### src/rtl/fu_logic_if.sv
// rtl/fu_logic_if.sv - issue/result bundle for the pipelined bitwise logic unit
interface fu_logic_if #(
    parameter int DATA_WIDTH = 32,
    parameter int TAG_WIDTH  = 6
);
    logic                  ce;
    logic [2:0]            op;
    logic [DATA_WIDTH-1:0] data_0;
    logic [DATA_WIDTH-1:0] data_1;
    logic [TAG_WIDTH-1:0]  tag_in;
    logic                  flush;
    logic                  result_ready;
    logic                  ready;
    logic                  idle;
    logic                  done;
    logic [DATA_WIDTH-1:0] result;
    logic [TAG_WIDTH-1:0]  tag_out;
    logic [3:0]            inflight;

    // Issuer / consumer side
    modport master (
        output ce, op, data_0, data_1, tag_in, flush, result_ready,
        input  ready, idle, done, result, tag_out, inflight
    );

    // Functional unit side
    modport slave (
        input  ce, op, data_0, data_1, tag_in, flush, result_ready,
        output ready, idle, done, result, tag_out, inflight
    );
endinterface

### src/rtl/fu_logic.sv
// rtl/fu_logic.sv - pipelined bitwise logic unit with stall, flush and tag passthrough
module fu_logic #(
    parameter int DATA_WIDTH = 32,
    parameter int LATENCY    = 1,
    parameter int TAG_WIDTH  = 6
) (
    input  logic      clk,
    input  logic      rst,
    fu_logic_if.slave bus
);
    // The result is computed at issue time, so each stage only carries result + tag.
    logic [LATENCY-1:0]    r_valid;
    logic [DATA_WIDTH-1:0] r_data [LATENCY];
    logic [TAG_WIDTH-1:0]  r_tag  [LATENCY];

    logic                  w_done;
    logic                  w_stall;
    logic                  w_accept;
    logic [DATA_WIDTH-1:0] w_res;
    logic [3:0]            w_count;

    assign w_done   = r_valid[LATENCY-1];
    assign w_stall  = w_done & ~bus.result_ready;
    // A flush empties the pipe, so the unit is ready in that cycle even if it was stalled.
    assign bus.ready = bus.flush | ~w_stall;
    assign w_accept  = bus.ce & ~w_stall & ~bus.flush;

    // Bitwise operation selected by op, evaluated on the issue-side operands
    always_comb begin
        w_res = '0;
        case (bus.op)
            3'd0: w_res = bus.data_0 & bus.data_1;
            3'd1: w_res = bus.data_0 | bus.data_1;
            3'd2: w_res = bus.data_0 ^ bus.data_1;
            3'd3: w_res = ~(bus.data_0 | bus.data_1);
            3'd4: w_res = ~(bus.data_0 & bus.data_1);
            3'd5: w_res = ~(bus.data_0 ^ bus.data_1);
            3'd6: w_res = bus.data_0 & ~bus.data_1;
            3'd7: w_res = bus.data_0 | ~bus.data_1;
            default: w_res = '0;
        endcase
    end

    // Population count of valid stages
    always_comb begin
        w_count = '0;
        for (int i = 0; i < LATENCY; i++) begin
            w_count = w_count + 4'(r_valid[i]);
        end
    end

    // Pipeline advance: reset/flush kill, stall holds, otherwise shift by one
    always_ff @(posedge clk or posedge rst) begin
        if (rst) begin
            r_valid <= '0;
            for (int i = 0; i < LATENCY; i++) begin
                r_data[i] <= '0;
                r_tag[i]  <= '0;
            end
        end else if (bus.flush) begin
            r_valid <= '0;
        end else if (!w_stall) begin
            r_valid[0] <= w_accept;
            r_data[0]  <= w_res;
            r_tag[0]   <= bus.tag_in;
            for (int i = 1; i < LATENCY; i++) begin
                r_valid[i] <= r_valid[i-1];
                r_data[i]  <= r_data[i-1];
                r_tag[i]   <= r_tag[i-1];
            end
        end
    end

    assign bus.done     = w_done;
    assign bus.result   = w_done ? r_data[LATENCY-1] : '0;
    assign bus.tag_out  = w_done ? r_tag[LATENCY-1]  : '0;
    assign bus.inflight = w_count;
    assign bus.idle     = (w_count == 4'd0) & ~bus.ce;
endmodule

### src/flat_wrapper.sv
// flat-port wrapper written by rule: the top's interface ports become plain ports
module fu_logic_flat 
#(
    parameter int DATA_WIDTH = 32,
    parameter int LATENCY    = 1,
    parameter int TAG_WIDTH  = 6
)
  (clk, rst, bus_ce, bus_op, bus_data_0, bus_data_1, bus_tag_in, bus_flush, bus_result_ready, bus_ready, bus_idle, bus_done, bus_result, bus_tag_out, bus_inflight);
  fu_logic_if #(.DATA_WIDTH(DATA_WIDTH), .TAG_WIDTH(TAG_WIDTH)) bus_i ();
  input  logic clk;
  input  logic rst;
  input wire logic [$bits(bus_i.ce)-1:0] bus_ce;
  input wire logic [$bits(bus_i.op)-1:0] bus_op;
  input wire logic [$bits(bus_i.data_0)-1:0] bus_data_0;
  input wire logic [$bits(bus_i.data_1)-1:0] bus_data_1;
  input wire logic [$bits(bus_i.tag_in)-1:0] bus_tag_in;
  input wire logic [$bits(bus_i.flush)-1:0] bus_flush;
  input wire logic [$bits(bus_i.result_ready)-1:0] bus_result_ready;
  output wire logic [$bits(bus_i.ready)-1:0] bus_ready;
  output wire logic [$bits(bus_i.idle)-1:0] bus_idle;
  output wire logic [$bits(bus_i.done)-1:0] bus_done;
  output wire logic [$bits(bus_i.result)-1:0] bus_result;
  output wire logic [$bits(bus_i.tag_out)-1:0] bus_tag_out;
  output wire logic [$bits(bus_i.inflight)-1:0] bus_inflight;
  assign bus_i.ce = bus_ce;
  assign bus_i.op = bus_op;
  assign bus_i.data_0 = bus_data_0;
  assign bus_i.data_1 = bus_data_1;
  assign bus_i.tag_in = bus_tag_in;
  assign bus_i.flush = bus_flush;
  assign bus_i.result_ready = bus_result_ready;
  assign bus_ready = bus_i.ready;
  assign bus_idle = bus_i.idle;
  assign bus_done = bus_i.done;
  assign bus_result = bus_i.result;
  assign bus_tag_out = bus_i.tag_out;
  assign bus_inflight = bus_i.inflight;
  fu_logic #(.DATA_WIDTH(DATA_WIDTH), .LATENCY(LATENCY), .TAG_WIDTH(TAG_WIDTH)) u_core (.clk(clk), .rst(rst), .bus(bus_i));
endmodule
### config.mk
export PLATFORM = sky130hd
export DESIGN_NAME = fu_logic_flat
export DESIGN_NICKNAME = d
export VERILOG_FILES = /design/src/rtl/fu_logic_if.sv /design/src/rtl/fu_logic.sv /design/src/flat_wrapper.sv
export SDC_FILE = /design/constraint.sdc
export NUM_CORES = 1
export LEC_CHECK = 0
export BUFFER_PORTS_ARGS = -buffer_cell sky130_fd_sc_hd__clkbuf_2
export CAP_MARGIN = 0
export CORE_MARGIN = 3
export CORE_UTILIZATION = 30
export CTS_CLUSTER_DIAMETER = 40
export DETAILED_ROUTE_END_ITERATION = 10
export PLACE_DENSITY = 0.46
export SYNTH_ARGS = -nofsm -noshare
export SYNTH_HDL_FRONTEND = slang
export SYNTH_SLANG_ARGS = --single-unit
### constraint.sdc
create_clock -name clk -period 2 [get_ports clk]
set_clock_uncertainty 0.2 [all_clocks]
set_input_delay 0.1 -clock clk [delete_from_list [all_inputs] [get_ports clk]]
set_output_delay 0.1 -clock clk [all_outputs]
set_load 0.01 [all_outputs]
* After elaboration in Yosys (flattened, before gate mapping)
Index checks and enable logic that the tools add are counted.
** Word-level totals
- Bits in registers :: 39
- Bits of input ports :: 78
- Output and inout bits :: 45
- Word-level logic and storage cells :: 37
** Cells by class
- Equality and inequality tests :: 8
- Muxes and demuxes :: 5
- Bitwise operators :: 18
- Reductions and logical operators :: 3
** Operator list (count)
- 32-bit one-hot mux with 8 select lines :: 1
- 32-bit inverter :: 4
- 32-bit AND :: 2
- 32-bit OR :: 2
- 32-bit two-way mux :: 1
- 32-bit bitwise XOR :: 1
- 3-bit equality test (second input constant) :: 4
- 3-bit by 2-bit equality test with 1-bit output (second input constant) :: 2
- 6-bit two-way mux :: 1
- 1-bit AND :: 4
- 4-bit logical NOT :: 1
- 1-bit inverter :: 4
- 3-bit by 1-bit equality test with 1-bit output (second input constant) :: 1
- 3-bit logical NOT :: 1
- 1-bit two-way mux :: 2
- 2-bit inequality test (second input constant) :: 1
- 2-bit AND reduction :: 1
- 1-bit OR :: 1

* Longest topological paths before layout
- Depth in word-level cells :: 7
- Depth in mapped cells :: 7
- Gate-level depth less buffers :: 6

* Least setup slack after synthesis
No wires, ideal clock.
- Path type :: register -> register
- From :: reg u_core.r_valid (netlist: u_core.bus.done)
- To :: reg u_core.r_data[15] (netlist name)
- Library setup time :: 0.121 ns
- Data arrival time :: 1.404 ns
- Required time :: 1.679 ns
- Path slack :: 0.275 ns
- Stages on the path, launching flop included :: 7
- Path buffers :: 3
- Period minus slack after synthesis :: 1.725 ns
- Cells stage by stage :: dfrtp_1 > nor2b_4 > or2_1 > buf_6 > buf_6 > buf_4 > a22o_1
** On the way
- Longest elaborated chain between the ends :: 3
** RTL lines
- from (decl) :: line fu_logic.sv:12 : logic [LATENCY-1:0] r_valid;
- from (signal, indexed assignment) :: line fu_logic.sv:67 : r_valid[i] <= r_valid[i-1];
- 1-bit AND :: line fu_logic.sv:23 : assign w_stall = w_done & ~bus.result_ready;
- 1-bit inverter (no source line)
- 2-bit AND reduction (no source line)
- to (signal, indexed assignment) :: line fu_logic.sv:68 : r_data[i] <= r_data[i-1];
- to (decl) :: line fu_logic.sv:13 : logic [DATA_WIDTH-1:0] r_data [LATENCY];
Every way passes these cells.
A chain may end at the register's enable or synchronous reset.

* Worst setup path in the final report
- From :: reg u_core.r_valid (netlist: u_core.bus.done)
- To :: reg u_core.r_data[8] (netlist name)
The elaborated chain is that of the path after synthesis.

==> impl_metrics.env <==
export IMPL_numCtsBuffers=5
export IMPL_postCtsSetupRepairBufs=0
export IMPL_final_common_cell="ha_1"
export IMPL_post_route_util_pct=37.13
export IMPL_finalCriticalPeriod_ns=1.843
export IMPL_die_h_um=144.3
export IMPL_area_growth_pct=19.04
export IMPL_busiest_layer="met2"
export IMPL_place_inst=952
export IMPL_design_power_total_mw=3.188
export IMPL_async_reset_ff_share_pct=100.0
export IMPL_rsz0062_at_grt="false"
export IMPL_fin_ws_ns=0.1566
export IMPL_routabilityCongestion=0.7432
export IMPL_dp_hpwl_um=11460
export IMPL_rows=49
export IMPL_use_met3_pct=2.778
export IMPL_n_antenna_cell=0
export IMPL_synth_area_top_cells="ha_1, dfrtp_1, mux4_2, inv_1, mux2i_1"
export IMPL_insertion_delay_ns=0.29
export IMPL_clock_path_buffers=2
export IMPL_first_global_vias=4989
export IMPL_grt_usage_pct=14.25
export IMPL_peakVddDrop_v=0.0003070
export IMPL_synth_top_area_share_pct=27.92
export IMPL_path_class="reg2reg"
export IMPL_synth_seq_cells=39
export IMPL_clk_pin_slew_ns=0.06
export IMPL_hold_viol_final=0
export IMPL_dr_pass1_iters=4
export IMPL_critPathRequiredTime_ns=1.96
export IMPL_drc=0
export IMPL_leakagePower_nw=3.562
export IMPL_overflow=0
export IMPL_setup_tns_ns=0
export IMPL_ant_nets=0
export IMPL_port_buffers=119
export IMPL_use_met2_pct=25.99
export IMPL_ys_seq_area_share_pct=17.01
export IMPL_post_drt_wl_per_cell_um=15.42
export IMPL_synthFlopType="dfrtp_1"
export IMPL_worstMarginPinSlew_ns=0.5226
export IMPL_fmax_mhz=542.5
export IMPL_layout_drive_gt1_share_pct=24.86
export IMPL_period_share_pct=92.17
export IMPL_crit_path_end_kind="register"
export IMPL_drv_slew=0
export IMPL_synth_cells=630
export IMPL_final_nets=945
export IMPL_synth_largest_area_cell="ha_1"
export IMPL_setup_viol=0
export IMPL_outcome="finished, final reports clean"
export IMPL_cts_tree="built"
export IMPL_synth_cell_area_um2=5737
export IMPL_critPathArrivalTime_ns=1.81
export IMPL_powerDensity_nw_per_um2=466.9
export IMPL_synth_edff_count=0
export IMPL_start_util_pct=31.19
export IMPL_mostFrequentLayoutCells="ha_1, clkbuf_2, inv_1"
export IMPL_path_max_fanout=15
export IMPL_cts_sinks=39
export IMPL_viasPerCell=4.961
export IMPL_pre_cts_slack_ns=0.1428
export IMPL_ys_warn_count=0
export IMPL_die_area_um2=20820
export IMPL_htreeDepth=2
export IMPL_root_buffer="clkbuf_16"
export IMPL_grt_max_degree=51
export IMPL_stdcell_count=969
export IMPL_coreArea_um2=18390
export IMPL_maxCapViolations=0
export IMPL_synth_distinct_cells=43
export IMPL_critPathLaunchType="register"
export IMPL_antenna_found_initial=0
export IMPL_grt_util_met1_pct=17.20
export IMPL_fillers=1829
export IMPL_avgSynthCellArea_um2=9.106
export IMPL_io_pins=123
export IMPL_slew_limit_headroom_pct=65.11
export IMPL_drt_wl_total_um=14940
export IMPL_drtIter0Drc=199
export IMPL_vias=4807
export IMPL_die_w_um=144.3
export IMPL_grt_first_pass_wirelength_um=23910
export IMPL_hold_class="in2reg"
-- kinds of logic (layout without fill, tap and decap cells) --
logic type	count (synthesis)	in the layout	share of synthesized area [%]
buffers and inverters	136	244	11.36
AOI/OAI and AO/OA	115	115	15.05
other	1	3	0.06537
and+or+nand+nor	155	155	13.89
DFF	39	39	17.01
muxes	56	56	14.70
adders and majority gates	128	128	27.92
-- metrics by stage --
step,hold slack [ns],area [µm²]
floorplan,-0.03359,5744
detailed placement,-0.02599,6550
global placement,-0.04393,6550
global route,0.1843,6829
CTS,0.1344,6829
finish,0.1360,6829
-- synth_stat cells, types with 2 or more instances --
| master | count |
|---|---|
| nand3_1 | 2 |
| o211ai_1 | 25 |
| mux2_2 | 6 |
| buf_4 | 11 |
| mux2i_1 | 28 |
| a21o_1 | 5 |
| a21oi_1 | 5 |
| o311ai_1 | 3 |
| ha_1 | 128 |
| a31oi_1 | 2 |
| o2111ai_1 | 4 |
| a221o_1 | 22 |
| buf_6 | 11 |
| nand2b_1 | 5 |
| o221a_2 | 3 |
| nor3_1 | 7 |
| nor2_2 | 2 |
| nand2_1 | 33 |
| and2_1 | 41 |
| buf_2 | 14 |
| mux4_2 | 22 |
| dfrtp_1 | 39 |
| nor2_1 | 40 |
| o32ai_1 | 2 |
| a22o_1 | 8 |
| o21ai_0 | 20 |
| nor3b_1 | 5 |
| a211oi_1 | 2 |
| nor2b_1 | 14 |
| clkbuf_1 | 10 |
| o21ai_1 | 10 |
| o31ai_1 | 2 |
| inv_1 | 89 |
-- sequential cells by signal, indices dropped and copies added, names as in the netlist --
signal           cells
u_core.bus.done      1
u_core.r_data       32
u_core.r_tag         6
-- critical path, cell delays in order (launching register included) --
cell,delay (ns)
dfrtp_1,0.37
nor2b_4,0.13
or2_2,0.44
buf_12,0.22
a221o_1,0.34
-- report_power, final --
group / leakage [nW] / internal, mW / switching [mW]
registers: 0.478 / 0.912 / 0.0660
clock network: 0.0911 / 0.717 / 0.345
logic: 2.99 / 0.557 / 0.592
-- final cells by class --
type	count	area (µm²)	share of cell area, %
repair buffers	146	923.4	13.52
multi-input cells	457	4116	60.28
clock inverters	2	60.06	0.8794
well taps	229	286.5	4.196
inverters	90	337.8	4.947
flip-flops and latches	39	975.9	14.29
clock buffers	6	128.9	1.887
-- worst paths after layout --
check / slack, ns / start / to / cells after the start
hold reg to reg: 0.28 / u_core.r_data[9] / u_core.r_data[9] / 2
setup / recovery: 0.16 / u_core.bus.done / u_core.r_data[8] / 4
hold / removal: 0.14 / bus_data_0[9] / u_core.r_data[9] / 4
min in group asynchronous: 0.19 / rst / u_core.r_data[29] / 3
max in group asynchronous: 0.89 / rst / u_core.r_data[17] / 4
setup reg to reg: 0.16 / u_core.bus.done / u_core.r_data[8] / 4
-- what timing repair did --
action / in CTS / in global routing
resized for setup: 0 / 0
hold buffers: 9 / 0
endpoints found under the hold margin: 26 / 0
-- routing by layer --
metal | vias up | part of all wire, % | routed length (µm)
met4 | 0 | 1.2 | 180
li1 | 2367 | - | -
met1 | 2306 | 44 | 6519
met5 | - | 0 | 0
met3 | 12 | 6.0 | 892
met2 | 122 | 49 | 7347
Note: power is estimated with default switching activity, not from simulation.
